File: src/rtl/fifo_drain_pack.sv
// Drains a synchronous FIFO (one-cycle read latency) and packs word pairs into
// 2*DW-bit valid/ready beats; a flush closes a packet with a partial beat.
module fifo_drain_pack #(
   parameter int DW = 16
) (
   input  logic            clk,
   input  logic            rst_n,
   input  logic            fifo_empty,
   output logic            fifo_rd_en,
   input  logic [DW-1:0]   fifo_dout,
   input  logic            flush,
   output logic            m_valid,
   input  logic            m_ready,
   output logic [2*DW-1:0] m_data,
   output logic [1:0]      m_keep,
   output logic            m_last,
   output logic            flush_done
);

   logic [DW-1:0] slot0_r;
   logic [DW-1:0] slot1_r;
   logic [1:0]    pack_cnt_r;
   logic          inflight_r;
   logic          flush_pend_r;

   logic          full_s;
   logic          drain_s;
   logic          part_xfer_s;
   logic          out_free_s;
   logic          xfer_s;
   logic [1:0]    base_cnt_s;
   logic [2:0]    occ_s;
   logic          rd_en_s;
   logic          flush_cmpl_s;

   // Transfer decision, read issue and flush completion from registered state.
   always_comb begin
      full_s       = (pack_cnt_r == 2'd2);
      drain_s      = flush_pend_r & fifo_empty & ~inflight_r;
      part_xfer_s  = drain_s & (pack_cnt_r == 2'd1);
      out_free_s   = ~m_valid | m_ready;
      xfer_s       = (full_s | part_xfer_s) & out_free_s;
      // A transfer empties the pack register before this cycle's capture lands.
      if (xfer_s) begin
         base_cnt_s = 2'd0;
      end else begin
         base_cnt_s = pack_cnt_r;
      end
      occ_s        = {1'b0, base_cnt_s} + {2'b00, inflight_r};
      // Gated by rst_n so the FIFO is never popped while this stage is held in reset.
      rd_en_s      = rst_n & ~fifo_empty & (occ_s < 3'd2);
      flush_cmpl_s = (part_xfer_s & xfer_s) | (drain_s & (pack_cnt_r == 2'd0));
   end

   assign fifo_rd_en = rd_en_s;

   // Pack register capture, read-latency tracking and flush request latch.
   always_ff @(posedge clk or negedge rst_n) begin
      if (!rst_n) begin
         slot0_r      <= '0;
         slot1_r      <= '0;
         pack_cnt_r   <= 2'd0;
         inflight_r   <= 1'b0;
         flush_pend_r <= 1'b0;
      end else begin
         if (inflight_r) begin
            if (base_cnt_s == 2'd0) begin
               slot0_r <= fifo_dout;
            end else begin
               slot1_r <= fifo_dout;
            end
         end
         pack_cnt_r <= base_cnt_s + {1'b0, inflight_r};
         inflight_r <= rd_en_s;
         // A pulse arriving while a flush is pending is absorbed.
         if (flush_pend_r) begin
            flush_pend_r <= ~flush_cmpl_s;
         end else begin
            flush_pend_r <= flush;
         end
      end
   end

   // Output beat register with valid/ready hold and flush completion pulse.
   always_ff @(posedge clk or negedge rst_n) begin
      if (!rst_n) begin
         m_valid    <= 1'b0;
         m_data     <= '0;
         m_keep     <= 2'b00;
         m_last     <= 1'b0;
         flush_done <= 1'b0;
      end else begin
         if (xfer_s) begin
            m_valid <= 1'b1;
            if (full_s) begin
               m_data <= {slot1_r, slot0_r};
               m_keep <= 2'b11;
               m_last <= 1'b0;
            end else begin
               m_data <= {{DW{1'b0}}, slot0_r};
               m_keep <= 2'b01;
               m_last <= 1'b1;
            end
         end else if (m_ready) begin
            m_valid <= 1'b0;
         end else begin
            m_valid <= m_valid;
         end
         flush_done <= flush_cmpl_s;
      end
   end

endmodule
File: config.mk
export PLATFORM = sky130hd
export DESIGN_NAME = fifo_drain_pack
export DESIGN_NICKNAME = d
export VERILOG_FILES = /design/src/rtl/fifo_drain_pack.sv
export SDC_FILE = /design/constraint.sdc
export NUM_CORES = 1
export LEC_CHECK = 0
export ABC_AREA = 1
export BUFFER_PORTS_ARGS = -buffer_cell sky130_fd_sc_hd__buf_2
export CAP_MARGIN = 20
export CELL_PAD_IN_SITES_DETAIL_PLACEMENT = 1
export CELL_PAD_IN_SITES_GLOBAL_PLACEMENT = 1
export CORE_MARGIN = 3
export CORE_UTILIZATION = 41
export CTS_CLUSTER_SIZE = 40
export DETAILED_ROUTE_END_ITERATION = 10
export PLACE_DENSITY_LB_ADDON = 0.1
export SLEW_MARGIN = 20
export SYNTH_ARGS = -nofsm -noshare
export SYNTH_HDL_FRONTEND = slang
export SYNTH_SLANG_ARGS = --single-unit
export TNS_END_PERCENT = 50
File: constraint.sdc
create_clock -name clk -period 2.29 [get_ports clk]
set_input_delay 0.1145 -clock clk [delete_from_list [all_inputs] [get_ports clk]]
set_output_delay 0.1145 -clock clk [all_outputs]
set_load 0.02 [all_outputs]
==> results.md <==
* Outcome: finished, final reports clean
* Synth Warn # at 0
* Commonest cells after routing, fill and taps aside: nand2_1 (121), dfrtp_1 (73), buf_2 (57)
* Die width at 90.0 µm
* Flop pwr share at 41.5%
* WS Path Type: input port to output pin
* Die area at 8100 µm²
* Max Clock Freq at 466 MHz
* Final Max Slew Viols at 0
* Worst Setup End Kind: output pin
* Number of iterations in the first detailed-routing pass at 4
* Port bufs at 58
* Count of final setup violators at 0
* Final net count at 371
* Vias in the first global route at 2440
* Initial Util at 43.8%
* Global route overflow at 0
* HP Class: input port to flop
* Placed inst area at 3260 µm²
* Largest net degree at the start of global routing at 36
* Clk_skew at 0.00961 ns
* Total GRT Usage at 19.7%
* Synth cell types at 19
* Vias at 2252
* Clk_lat worst skew at 0.34 ns
* Crit share post-route at 93.8%
* Crit path DAT at 2.03 ns
* Number of buffers and inverters on the critical path at 5
* Layout area overhead at 21.7%
* Switching portion of total power at 40.5%
* PwrDens at 1460 nW/µm²
* RSZ-0062 raised after global routing: no
* Final hold violation count at 0
* Initial antenna violation count at 0
* Most used cell, CP: nand2_1
* Crit Path Max Fanout at 2
* Crit-path slowest cell: dlygate4sd3_1
* Max cap viols at 0
* Routed Antenna Nets at 0
* Total clock sinks at 73
* CTS root buf: clkbuf_8
* Mapped Area at 2890 µm²
* DR iter-0 viols at 129
* Setup tns final at 0 ns
* Die Y at 90.0 µm
* VDD IR-drop max at 0.641 mV
* Design Area, Final at 3520 µm²
* Sw Pwr at 2.08 mW
* Kind of cell adding the most delay to the critical path: buffers and inverters
* Reg clk slew, reported paths at 0.08 ns
* Syn Nets at 308
* Antenna diodes at 0
* Leak pwr at 1.92 nW
* Sequential share of the synthesized area at 63.2%
* Clock network power share at 20.9%
* Share of cells above drive strength 1 at 26.1%
* Worst EP required at 2.18 ns
* Vias/cell at 5.05
* Most common library cell in the layout ignoring fill and taps: nand2_1
* Final GP Congestion at 0.823
* Mean Syn Cell Area at 10.1 µm²
* Core area at 6600 µm²
* Post-DP HPWL at 4950 µm
* Worst stage delay on the critical path at 0.52 ns
* Residual DRC at 0
* Worst slew margin at 49.6%
* CP cell instances: dlygate4sd3_1 > buf_2 > nand2_1 > nor2_1 > nand2_1 > nand2_1 > nand2_4 > inv_2 > nor2_1 > ha_1 > inv_1 > ha_1 > nand2_1 > nor2_1 > buf_2
* Io pins at 59
* Crit path time final at 2.15 ns
* Cell Rows at 29
* Synth Instances at 285
* Total CTS buffers at 9
* Crit start category: input port
* Combinational share of power at 37.5%
* Clock buffer depth at 2
* First-pass GRT wire length at 12700 µm
* Actual slew at the worst max-slew pin at 0.755 ns
* Synthesized flop and latch total at 73
* Routed WL at 7260 µm
* Internal at 3.05 mW
* CTS tree: done
* Drt wl/cell at 16.3 µm
* H-tree depth at 3
[per-stage QoR]
| stage | worst slack, ns | hold slack (ns) | cells | utilization (%) | power [mW] |
|---|---|---|---|---|---|
| floorplan | 0.391 | -0.181 | 285 | - | 3.45 |
| global placement | 0.531 | 0.00977 | 426 | 49.4 | 4.00 |
| detailed placement | 0.400 | 0.0127 | 426 | 49.4 | 4.08 |
| CTS | 0.136 | 0.0271 | 446 | 53.2 | 5.20 |
| global route | 0.0118 | 0.0298 | 446 | 53.3 | 5.55 |
| finish | 0.143 | 0.0361 | 446 | 53.3 | 5.13 |
[worst paths after layout]
check,to,depth (start not counted),slack [ns],startpoint
min reg2reg,m_keep[0],1,0.47,m_keep[0]
min in group asynchronous,m_data[0],2,0.19,rst_n
max reg2reg,slot0_r[9],10,0.36,inflight_r
max in group asynchronous,slot1_r[13],3,1.41,rst_n
max,fifo_rd_en,15,0.14,fifo_empty
min,slot0_r[5],3,0.04,fifo_dout[5]
[kinds of logic after synthesis]
| logic type | after synthesis | share of synthesized area (%) |
|---|---|---|
| adder cells (fa/ha/maj) | 2 | 0.865 |
| AND/OR/NAND/NOR | 151 | 21.0 |
| buffers and inverters | 24 | 4.11 |
| flip-flops | 73 | 63.2 |
| AO/OA/AOI/OAI | 35 | 10.9 |
[state kept, by name, summed over array words and instances, names as in the netlist]
register and flops:
m_data 32, slot0_r 16, slot1_r 16, m_keep 2, pack_cnt_r 2, flush_done 1, flush_pend_r 1, inflight_r 1
m_last 1, m_valid 1
[cell type report]
type / instances / area (µm²)
fill: 777 / 3090
sequential: 73 / 1830
multi-input combinational: 188 / 948
timing repair buffer: 70 / 390
clock buffer: 11 / 151
tap: 93 / 116
clock inverter: 5 / 62.6
inverter: 6 / 22.5
[cell usage after synthesis]
master / count / area share, %
nand3_1: 16 / 2.8
o211ai_2: 1 / 0.43
buf_2: 8 / 1.4
buf_6: 1 / 0.39
ha_1: 2 / 0.87
nor2_1: 10 / 1.3
o2111ai_1: 16 / 4.8
a22o_1: 16 / 4.8
clkbuf_1: 6 / 0.78
inv_1: 4 / 0.52
buf_4: 3 / 0.78
o21ai_0: 1 / 0.17
or2_2: 1 / 0.22
nand2_4: 2 / 0.78
nor2_2: 1 / 0.22
dfrtp_1: 73 / 63
inv_2: 2 / 0.26
nand2_1: 121 / 16
o21ai_4: 1 / 0.56
[timing repair]
action	4_1_cts	5_1_grt
cloned	0	0
pin swaps	1	0
gates resized for setup	0	1
hold endpoints to repair	20	0
setup endpoints to repair	1	1
buffers inserted	1	0
hold buffers	3	0
[power by group through the flow]
stage          combinational (mW)  sequential [mW]  clock (mW)
2_1_floorplan                1.04             2.41           0
3_3_place_gp                 1.86             2.14           0
3_5_place_dp                 1.93             2.15           0
4_1_cts                      1.97             2.14        1.09
5_1_grt                      2.17             2.21        1.17
6_report                     1.93             2.13        1.07
[worst register-to-register path: stages, from the launching register on]
cell and delay [ns]:
dfrtp_1 0.39, nor2_1 0.15, nand2_1 0.07, nand2_1 0.10
nand2_4 0.06, buf_4 0.18, buf_4 0.23, o21ai_4 0.21
nand2_4 0.22, nand2_1 0.12, nand2_1 0.06
[metal layers]
layer	track usage (%)	vias to the layer above	part of all wire, %
li1	-	1076	-
met1	26.0	1108	46
met2	31.6	59	48
met3	5.34	9	4.8
met4	7.02	0	1.3
met5	0	-	0
(Power assumes the default switching activity.)
